===== config.mk =====
export PLATFORM = sky130hd
export DESIGN_NAME = zero_detect_pipe
export DESIGN_NICKNAME = d
export VERILOG_FILES = /design/src/rtl/zero_pkg.sv /design/src/rtl/zero_chunk.sv /design/src/rtl/zero_detect_pipe.sv
export SDC_FILE = /design/constraint.sdc
export NUM_CORES = 1
export LEC_CHECK = 0
export ABC_CLOCK_PERIOD_IN_PS = 2600
export CORE_AREA = 2 2 39 41
export CTS_CLUSTER_DIAMETER = 100
export DETAILED_ROUTE_END_ITERATION = 12
export DIE_AREA = 0 0 41 43
export DONT_BUFFER_PORTS = 1
export HOLD_SLACK_MARGIN = 0.02
export PLACE_DENSITY_LB_ADDON = 0.1
export SLEW_MARGIN = 20
export SYNTH_ARGS = -nofsm -noshare
export SYNTH_HDL_FRONTEND = slang
export SYNTH_SLANG_ARGS = --single-unit

===== constraint.sdc =====
create_clock -name clk -period 2.6 [get_ports clk]
set_input_delay 0.26 -clock clk [delete_from_list [all_inputs] [get_ports clk]]
set_output_delay 0.26 -clock clk [all_outputs]
set_load 0.01 [all_outputs]

===== src/rtl/zero_pkg.sv =====
`default_nettype none
// ============================================================================
// Module   : zero_pkg
// Purpose  : Shared types and helpers for the zero/condition detector.
//            cond_mode_t : branch condition select (EQZ/NEZ/LTZ/GEZ)
//            LZC_W(w)    : bits needed to hold a leading-zero count 0..w
// Revision : 1.0 - initial release
// ============================================================================
package zero_pkg;

  typedef enum logic [1:0] {
    EQZ = 2'b00,
    NEZ = 2'b01,
    LTZ = 2'b10,
    GEZ = 2'b11
  } cond_mode_t;

  function automatic int LZC_W(input int w);
    return $clog2(w + 1);
  endfunction

endpackage
`default_nettype wire


===== src/rtl/zero_chunk.sv =====
`default_nettype none
// ============================================================================
// Module   : zero_chunk
// Purpose  : Combinational zero flag for one CHUNK-wide slice of the operand,
//            plus its MSB-first leading-zero count when ZERO_DETECT_LZC_EN
//            is defined.
// Ports    : i_bits  [0:CHUNK-1]       slice, index 0 is the most significant
//            o_zero                    slice is all-zero
//            o_lzc   [LZC_W(CHUNK)-1:0] leading zeros 0..CHUNK (macro only)
// Macro    : ZERO_DETECT_LZC_EN
// Revision : 1.0 - initial release
// ============================================================================
module zero_chunk
  import zero_pkg::*;
#(
  parameter int CHUNK = 8
) (
  input  logic [0:CHUNK-1]         i_bits,
  output logic                     o_zero
`ifdef ZERO_DETECT_LZC_EN
  ,
  output logic [LZC_W(CHUNK)-1:0]  o_lzc
`endif
);

  assign o_zero = ~|i_bits;

`ifdef ZERO_DETECT_LZC_EN
  localparam int c_LW = LZC_W(CHUNK);

  // Scan from the least significant end so the last hit is the first set bit.
  always_comb begin
    o_lzc = c_LW'(CHUNK);
    for (int i = CHUNK - 1; i >= 0; i--) begin
      if (i_bits[i]) o_lzc = c_LW'(i);
    end
  end
`endif

endmodule
`default_nettype wire


===== src/rtl/zero_detect_pipe.sv =====
`default_nettype none
// ============================================================================
// Module   : zero_detect_pipe
// Purpose  : Two-stage pipelined zero/condition detector. Stage 1 registers
//            per-chunk zero flags, sign, mode and valid; stage 2 reduces the
//            flags and selects the branch condition. Latency 2, throughput 1.
// Ports    : clk, rst_n (async, active-low)
//            in_valid, in_data [0:WIDTH-1] (bit 0 = MSB/sign), in_mode [1:0]
//            stall (hold both stages), flush (kill in-flight entries)
//            out_valid, out_zero, out_cond
//            out_lzc [LZC_W(WIDTH)-1:0] (only with ZERO_DETECT_LZC_EN)
// Macro    : ZERO_DETECT_LZC_EN adds the leading-zero count output
// Revision : 1.0 - initial release
// ============================================================================
module zero_detect_pipe
  import zero_pkg::*;
#(
  parameter int WIDTH = 32,
  parameter int CHUNK = 8    // WIDTH must be a multiple of CHUNK
) (
  input  logic                     clk,
  input  logic                     rst_n,
  input  logic                     in_valid,
  input  logic [0:WIDTH-1]         in_data,
  input  logic [1:0]               in_mode,
  input  logic                     stall,
  input  logic                     flush,
  output logic                     out_valid,
  output logic                     out_zero,
  output logic                     out_cond
`ifdef ZERO_DETECT_LZC_EN
  ,
  output logic [LZC_W(WIDTH)-1:0]  out_lzc
`endif
);

  localparam int NCHUNK = WIDTH / CHUNK;

  logic [NCHUNK-1:0] w_cz;
  logic [NCHUNK-1:0] r_cz;
  logic              r_sign;
  cond_mode_t        r_mode;
  logic              r_v1;

`ifdef ZERO_DETECT_LZC_EN
  localparam int c_CLW = LZC_W(CHUNK);
  localparam int c_LZW = LZC_W(WIDTH);
  logic [c_CLW-1:0] w_cl [NCHUNK];
  logic [c_CLW-1:0] r_cl [NCHUNK];
  logic [c_LZW-1:0] w_lzc;
`endif

  // Chunk k covers in_data[k*CHUNK .. k*CHUNK+CHUNK-1]; chunk 0 holds the MSB.
  for (genvar k = 0; k < NCHUNK; k++) begin : g_chunk
    zero_chunk #(
      .CHUNK (CHUNK)
    ) u_chunk (
      .i_bits (in_data[k*CHUNK +: CHUNK]),
      .o_zero (w_cz[k])
`ifdef ZERO_DETECT_LZC_EN
      ,
      .o_lzc  (w_cl[k])
`endif
    );
  end

  // ---------------- Stage 1 ----------------
  // Flush outranks stall for the valid bit; data simply follows stall.
  always_ff @(posedge clk or negedge rst_n) begin
    if (!rst_n) begin
      r_v1   <= 1'b0;
      r_cz   <= '0;
      r_sign <= 1'b0;
      r_mode <= EQZ;
    end else begin
      if (flush)       r_v1 <= 1'b0;
      else if (!stall) r_v1 <= in_valid;
      if (!stall) begin
        r_cz   <= w_cz;
        r_sign <= in_data[0];
        r_mode <= cond_mode_t'(in_mode);
      end
    end
  end

`ifdef ZERO_DETECT_LZC_EN
  always_ff @(posedge clk or negedge rst_n) begin
    if (!rst_n) begin
      for (int k = 0; k < NCHUNK; k++) r_cl[k] <= '0;
    end else if (!stall) begin
      for (int k = 0; k < NCHUNK; k++) r_cl[k] <= w_cl[k];
    end
  end
`endif

  // ---------------- Stage 2 ----------------
  logic w_zero;
  logic w_cond;

  assign w_zero = &r_cz;

  always_comb begin
    w_cond = w_zero;
    case (r_mode)
      EQZ: w_cond = w_zero;
      NEZ: w_cond = ~w_zero;
      LTZ: w_cond = r_sign;
      GEZ: w_cond = ~r_sign;
      default: w_cond = w_zero;
    endcase
  end

`ifdef ZERO_DETECT_LZC_EN
  // First non-zero chunk decides; walking upward lets the lowest index win.
  always_comb begin
    w_lzc = c_LZW'(WIDTH);
    for (int j = NCHUNK - 1; j >= 0; j--) begin
      if (!r_cz[j]) w_lzc = c_LZW'(j * CHUNK) + c_LZW'(r_cl[j]);
    end
  end
`endif

  always_ff @(posedge clk or negedge rst_n) begin
    if (!rst_n) begin
      out_valid <= 1'b0;
      out_zero  <= 1'b0;
      out_cond  <= 1'b0;
`ifdef ZERO_DETECT_LZC_EN
      out_lzc   <= '0;
`endif
    end else begin
      if (flush)       out_valid <= 1'b0;
      else if (!stall) out_valid <= r_v1;
      if (!stall) begin
        out_zero <= w_zero;
        out_cond <= w_cond;
`ifdef ZERO_DETECT_LZC_EN
        out_lzc  <= w_lzc;
`endif
      end
    end
  end

endmodule
`default_nettype wire


==> impl_metrics.ini, run 1 <==
[status]
status = complete, no violations

[final_layout]
antennaDiodeCount = 0
layout-drive-gt1-share = 0.0741
area_growth_pct = 7.23
fillers = 143
nets = 94

[cts]
post_cts_buffers = 0
cts_buffers = 3
cts_tree = done
htreeDepth = 1
cts_buffer_depth = 2
clkTransAtPathRegs_ns = 0.07
cts_hold_buf = 1
cts_resized = 0
root_buffer = clkbuf_4
clk_latency_ns = 0.26
cts.sinks = 11

[critical_path]
rr_worst_depth = 3
critPathMaxFanout = 3
r2r_setup_slack_ns = 1.51
startpoint_type = register
r2r_end = out_cond$_DFFE_PN0N_
crit_required_ns = 2.80
worstPathArrival_ns = 1.29
critPathKind = reg -> reg
worstReg2RegStart = r_cz[1]$_DFFE_PN0N_
end_kind = register

[routing]
routed_wl_mm = 1.05
ant_nets = 0
vias_per_cell = 5.71
drt_first_pass_iters = 4
detail_route.wl_per_cell_um = 14.9
via_count = 400
drcViolationCount = 0
drtIter0Drc = 10

[synthesis]
yosysWarningCount = 0
yosysTopAreaCell = dfrtp_1
synthesis.nets = 90
ys_ff_latch = 11
yosysSeqAreaShare = 0.530
synthMuxAreaShare = 0.104
synth_area_leaders = dfrtp_1, nor4_1, nand2_1
netlist_area_um2 = 519
synthXorXnorAreaFrac = 0
synth-compound-area-share = 0.0602
synthAdderAreaFrac = 0
synth-simple-area-share = 0.270
yosysUniqueCellTypes = 16
avgSynthCellArea_um2 = 10.2
synth_top_family_by_area = simple AND/OR/NAND/NOR gates
synth_top_cell_area_share = 0.530
synth_cells = 51

[timing]
finalSetupViolCount = 0
tightest_slew_ns = 0.486
rsz0062_at_grt = no
fin_crit_sh = 0.420
finClkSkew_ns = 0.00279
fin_setup_tns_ns = 0
post-route-min-period_ns = 1.09
drv_slew = 0
hold_viol = 0
maxSlewHeadroom = 0.675
fmax_mhz = 916
timing.final.ws_setup_ns = 1.51

[placement]
routabilityCongestion = 0.579
dpl.hpwl_um = 837
pre_cts_ws_ns = 1.52
portBuffers = 0

[grt]
antenna_found_initial = 0
grt_pass1_vias = 387
grt.total_usage = 0.131
grt_pass1_wl_mm = 1.56
grt_max_degree = 21
grt.overflow.total = 0

[die]
core_area_um2 = 1380
initial_core_util = 0.375
rows = 14
die_x_um = 41
io_pins = 42
dieArea_um2 = 1760
fp.dieH_um = 43

[pwr]
cellLeakagePower_nw = 0.220
p_per_area_nw_per_um2 = 583
peakVddDrop_uv = 191
finalPower_mw = 0.324

[min_path]
hp-start = flush
worstHoldEndpoint = r_v1$_DFFE_PN0P_
whs_path_depth = 1
hold_path_class = in -> reg

[job]
cap_violations = 0
## synth_stat cells, drive strengths merged
library cell	instances
nor4	8
buf	1
or4	1
nor2	3
o21ai	5
clkbuf	1
nand4	2
nand2	11
mux2	3
nor4bb	1
dfrtp	11
a31oi	1
nor3b	1
mux2i	2
## metrics by stage
stage / std cells / hold slack [ns] / util / cell area [um^2]
after floorplan: 51 / -0.0356 / - / 519
after global placement: 65 / -0.0353 / 0.376 / 520
after detailed placement: 65 / -0.0353 / 0.376 / 520
after CTS: 70 / 0.0363 / 0.402 / 557
after global routing: 70 / 0.0298 / 0.402 / 557
final: 70 / 0.0474 / 0.402 / 557
## report_power, final
group / switching, mW / internal (mW) / total [mW]
registers: 0.00882 / 0.180 / 0.189
clock network: 0.0558 / 0.0593 / 0.115
logic: 0.00811 / 0.0120 / 0.0202
## routing by layer
| metal | part of all wire | GRT usage | up-vias |
|---|---|---|---|
| met3 | 0.11 | 0.0366 | 2 |
| met1 | 0.39 | 0.158 | 174 |
| met4 | 0.015 | 0.0800 | 0 |
| met2 | 0.48 | 0.197 | 28 |
| li1 | - | - | 196 |
| met5 | 0 | 0 | - |
## cells in the final DEF, fill, tap and decap left out
cell type and instances:
nand4_1 2, nor4_1 8, o21ai_0 1, mux2i_1 2, clkbuf_1 1, mux2_2 1
dfrtp_1 11, nor4bb_1 1, o21ai_1 4, nand2_1 11, or4_1 1, nor2_1 3
clkbuf_4 3, mux2_1 2, nor3b_1 1, a31oi_1 1, dlygate4sd3_1 1
## sequential cells by signal (all words and copies together) (netlist names)
register / count
r_sign: 1
out_cond: 1
r_mode: 2
out_valid: 1
out_zero: 1
r_v1: 1
r_cz: 4
## area by class of cell
cell class,instances,area (um^2),share of cell area
multi-input combinational,38,225,0.404
sequential,11,275,0.494
clock buffer,4,26.3,0.0472
timing repair buffer,1,10.0,0.0180
tap,16,20.0,0.0360
## worst max-delay path by stage
stage	slack [ns]	depth (start not counted)	from	to
global placement	1.54	2	r_mode[1]$_DFFE_PN0N_	out_cond$_DFFE_PN0N_
global route	1.43	3	r_cz[1]$_DFFE_PN0N_	out_cond$_DFFE_PN0N_
CTS	1.51	2	r_mode[0]$_DFFE_PN0N_	out_cond$_DFFE_PN0N_
floorplan	1.55	2	r_mode[1]$_DFFE_PN0N_	out_cond$_DFFE_PN0N_
detailed placement	1.52	2	r_mode[1]$_DFFE_PN0N_	out_cond$_DFFE_PN0N_
finish	1.51	3	r_cz[1]$_DFFE_PN0N_	out_cond$_DFFE_PN0N_
## logic make-up (layout without fill, tap and decap cells)
kind of cell | after synthesis | count (layout)
flip-flops | 11 | 11
buffers and inverters | 2 | 5
AO/OA/AOI/OAI | 6 | 6
multiplexers | 5 | 5
AND/OR/NAND/NOR | 27 | 27
## worst max-delay path, cell delays in order, from the launching register on
cell,delay (ns)
dfrtp_1,0.36
nand4_1,0.15
or4_1,0.42
nand4_1,0.10
No activity file was read; power rests on OpenSTA's default activity.
==> run 2, diff against run 1 <==
ABC_CLOCK_PERIOD_IN_PS = 950   (was 2600)
clock period = 0.95 ns   (was 2.6 ns; I/O delays follow)
==> impl_metrics.ini, run 2 (synthesis results as in run 1) <==
[status]
status = finished, violations left
violations = negative hold slack, negative setup slack

[min_path]
whs_path_depth = 1
worstHoldEndpoint = r_cz[1]$_DFFE_PN0N_
hold_path_class = in -> reg
hp-start = stall

[critical_path]
end_kind = register
crit_required_ns = 1.15
worstReg2RegStart = r_mode[1]$_DFFE_PN0N_
worstPathArrival_ns = 1.26
r2r_end = out_cond$_DFFE_PN0N_
critPathKind = reg -> reg
r2r_setup_slack_ns = -0.11
critPathMaxFanout = 5
startpoint_type = register
rr_worst_depth = 2

[routing]
drcViolationCount = 0
detail_route.wl_per_cell_um = 15.4
ant_nets = 0
via_count = 436
drt_first_pass_iters = 3
vias_per_cell = 5.52
drtIter0Drc = 3
routed_wl_mm = 1.22

[cts]
root_buffer = clkbuf_4
cts_hold_buf = 6
clkTransAtPathRegs_ns = 0.07
cts.sinks = 11
cts_tree = done
cts_buffers = 3
cts_buffer_depth = 2
clk_latency_ns = 0.26
htreeDepth = 1

[timing]
maxSlewHeadroom = 0.656
fin_crit_sh = 1.12
drv_slew = 0
rsz0062_at_grt = yes
fmax_mhz = 943
hold_viol = 8
post-route-min-period_ns = 1.06
tightest_slew_ns = 0.514
fin_hold_ws_ns = -0.0779
finClkSkew_ns = 0.00165
fin_setup_tns_ns = -0.111
finalSetupViolCount = 1
timing.final.ws_setup_ns = -0.111

[pwr]
p_per_area_nw_per_um2 = 1400
cellLeakagePower_nw = 0.273
peakVddDrop_uv = 549

[placement]
pre_cts_ws_ns = -0.115
routabilityCongestion = 0.558
portBuffers = 0
placedCellCount = 66

[job]
cap_violations = 0

[grt]
grt_pass1_vias = 449
grt.overflow.total = 0
grt_pass1_wl_mm = 1.79
grt.total_usage = 0.154
grt_max_degree = 21
antenna_found_initial = 0

[final_layout]
layout_common_cells = nand2_1, dfrtp_1, nor4_1, dlygate4sd3_1
nets = 103
antennaDiodeCount = 0
top_regs = r_cz x4, r_mode x2
top_register = r_cz
fin_cells = 79
area_growth_pct = 27.5
largest_reg_flops = 4
layout-drive-gt1-share = 0.175

[die]
initial_core_util = 0.375
core_area_um2 = 1380
die_x_um = 41
rows = 14
dieArea_um2 = 1760
io_pins = 42
fp.dieH_um = 43
==> run 2: changes by cell type in the layout (fill, tap and decap cells not counted), sizes merged <==
cell | before | now
buf | 0 | 4
dlygate4sd3 | 1 | 6
==> run 2: critical path, cell delays in order, from the launching register on <==
cell     delay (ns)
dfrtp_1        0.43
or4_1          0.48
nand4_1        0.09
==> run 2: area by class of cell <==
cell class,count,area [um^2]
Clock buffer,4,26.3
Fill cell,135,722
Multi-Input combinational cell,38,250
Sequential cell,11,275
Tap cell,16,20.0
Timing Repair Buffer,10,90.1
==> run 2: per-layer routing <==
metal / global-route usage / vias to the layer above / routed length (um)
met5: 0 / - / 0
met4: 0.0800 / 0 / 0
met3: 0.0314 / 0 / 101
met2: 0.272 / 27 / 667
met1: 0.155 / 195 / 449
li1: - / 214 / -
==> run 2: how the worst max path moves through the flow <==
stage                                from                    to  slack (ns)  cells past startpoint
detailed placement    r_cz[3]$_DFFE_PN0N_  out_cond$_DFFE_PN0N_       -0.12                      3
finish              r_mode[1]$_DFFE_PN0N_  out_cond$_DFFE_PN0N_       -0.11                      2
floorplan           r_mode[0]$_DFFE_PN0N_  out_cond$_DFFE_PN0N_       -0.06                      2
global placement      r_cz[0]$_DFFE_PN0N_  out_cond$_DFFE_PN0N_       -0.06                      3
global route        r_mode[0]$_DFFE_PN0N_  out_cond$_DFFE_PN0N_       -0.14                      4
CTS                   r_cz[0]$_DFFE_PN0N_  out_cond$_DFFE_PN0N_       -0.12                      3
==> run 2: metrics by stage <==
stage | power (mW) | util | area (um^2) | hold WS [ns]
after floorplan | 0.579 | - | 519 | -0.201
after global placement | 0.576 | 0.382 | 528 | -0.200
after detailed placement | 0.582 | 0.382 | 528 | -0.200
after CTS | 0.931 | 0.449 | 622 | -0.0923
after global routing | 0.977 | 0.478 | 662 | -0.0945
final | 0.927 | 0.478 | 662 | -0.0779
==> run 2: what timing repair did <==
action,CTS,global route
resized for setup,0,4
hold endpoints to repair,22,9
setup endpoints to repair,1,3
pin swaps,1,2
buffers inserted,1,2
==> run 2: report_power, final <==
part	internal, mW	switching (mW)
clock network	0.162	0.146
logic	0.0639	0.0380
registers	0.494	0.0236
total	0.720	0.207
==> run 3, diff against run 2 <==
ABC_CLOCK_PERIOD_IN_PS = 1310   (was 950)
HOLD_SLACK_MARGIN = 0.06   (was 0.02)
RECOVER_POWER = 50   (was unset)
clock period = 1.31 ns   (was 0.95 ns; I/O delays follow)
==> impl_metrics.ini, run 3 (synthesis results as in run 1) <==
[status]
status = complete, no violations

[final_layout]
layout_common_cells = dlygate4sd3_1, nand2_1, dfrtp_1, nor4_1, o21ai_1
antennaDiodeCount = 0
area_growth_pct = 79.0
top_register = r_cz
stdcell_area_um2 = 930
nets = 131
top_regs = r_cz x4, r_mode x2
largest_reg_flops = 4
fillers = 101
layout-drive-gt1-share = 0.0440
final_common_cell = dlygate4sd3_1

[grt]
grt.total_usage = 0.241
grt_max_degree = 16
grt_pass1_wl_mm = 2.81
grt_pass1_vias = 612
grt.overflow.total = 0
antenna_found_initial = 0

[timing]
timing.final.ws_setup_ns = 0.0770
hold_viol = 0
finClkSkew_ns = 0.00533
fmax_mhz = 811
fin_setup_tns_ns = 0
post-route-min-period_ns = 1.23
rsz0062_at_grt = no
finalSetupViolCount = 0
tightest_slew_ns = 0.554
fin_crit_sh = 0.941
maxSlewHeadroom = 0.631
drv_slew = 0

[cts]
cts_buffers = 3
clkTransAtPathRegs_ns = 0.07
root_buffer = clkbuf_4
cts_buffer_depth = 2
clk_latency_ns = 0.27
htreeDepth = 1
cts.sinks = 11
cts_tree = done

[routing]
vias_per_cell = 5.36
routed_wl_mm = 1.69
ant_nets = 0
drtIter0Drc = 19
via_count = 573
drt_first_pass_iters = 4
detail_route.wl_per_cell_um = 15.8
drcViolationCount = 0

[critical_path]
critPathMaxFanout = 2
cp_top_family = buffers and inverters
slowest_delay_ns = 0.55
rr_worst_depth = 3
path_buf_inv = 1
r2r_setup_slack_ns = 0.08
setup.worst_path.start = r_v1$_DFFE_PN0P_
startpoint_type = register
end_kind = register
worstPathArrival_ns = 1.39
crit_path_top_delay_cell = dlygate4sd3_1
worstReg2RegStart = r_v1$_DFFE_PN0P_
crit_path_end = r_v1$_DFFE_PN0P_
r2r_end = r_v1$_DFFE_PN0P_
crit_required_ns = 1.47
crit_cells = 3
path_cells = mux2i_1 > nor2_1 > dlygate4sd3_1
critPathKind = reg -> reg

[placement]
place_area_um2 = 520
dpl.hpwl_um = 837
portBuffers = 0
pre_cts_ws_ns = 0.232
routabilityCongestion = 0.579

[die]
initial_core_util = 0.375
die_x_um = 41
rows = 14
core_area_um2 = 1380
io_pins = 42
fp.dieH_um = 43
dieArea_um2 = 1760

[job]
cap_violations = 0

[min_path]
hold_path_class = in -> reg

[pwr]
p_per_area_nw_per_um2 = 808
cellLeakagePower_nw = 0.385
peakVddDrop_uv = 418
run 3: cell types whose count changed in the layout (fill, tap and decap cells not counted), sizes merged:
cell and change:
buf -4, dlygate4sd3 +31, dlymetal6s4s +1
run 3: cell type report:
type | instances | area [um^2] | share of cell area
timing repair buffer | 38 | 383 | 0.412
tap | 16 | 20.0 | 0.0215
clock buffer | 4 | 26.3 | 0.0283
sequential | 11 | 275 | 0.296
multi-input combinational | 38 | 225 | 0.242
run 3: repair_timing:
action,CTS,global route
setup endpoints to repair,0,2
gates resized for setup,0,1
hold endpoints to repair,22,0
hold buffers,38,0
setup buffers,0,0
run 3: worst reg2reg max path, cell delays in order, from the launching register on:
cell and delay, ns:
dfrtp_1 0.38, mux2i_1 0.13, nor2_1 0.06, dlygate4sd3_1 0.55
run 3: routing by layer:
layer,routed length [um],track usage,share of wire,up-vias
met5,0,0,0,-
met2,900,0.397,0.53,38
met3,159,0.0681,0.094,4
met4,32,0.100,0.019,0
met1,595,0.276,0.35,261
li1,-,-,-,270
run 3: metrics by stage:
stage | cells | utilization | hold WS (ns) | total power, mW
after floorplan | 51 | - | -0.165 | 0.419
after global placement | 65 | 0.376 | -0.164 | 0.412
after detailed placement | 65 | 0.376 | -0.164 | 0.415
after CTS | 107 | 0.670 | 0.0628 | 0.755
after global routing | 107 | 0.672 | 0.0736 | 0.795
final | 107 | 0.672 | 0.0653 | 0.751
run 3: how the worst min path moves through the flow:
stage / startpoint / to / slack [ns] / cells after the start
global route: stall / out_cond$_DFFE_PN0N_ / 0.07 / 2
finish: stall / out_cond$_DFFE_PN0N_ / 0.07 / 2
CTS: stall / out_cond$_DFFE_PN0N_ / 0.06 / 2
floorplan: rst_n / out_cond$_DFFE_PN0N_ / -0.16 / 0
global placement: rst_n / out_zero$_DFFE_PN0N_ / -0.16 / 0
detailed placement: rst_n / out_zero$_DFFE_PN0N_ / -0.16 / 0
run 3: report_power, final:
group	total [mW]	leakage, nW	internal (mW)	switching [mW]
combinational	0.142	0.226	0.0977	0.0438
sequential	0.375	0.144	0.358	0.0177
clock	0.234	0.0150	0.118	0.116
total	0.751	0.385	0.573	0.178
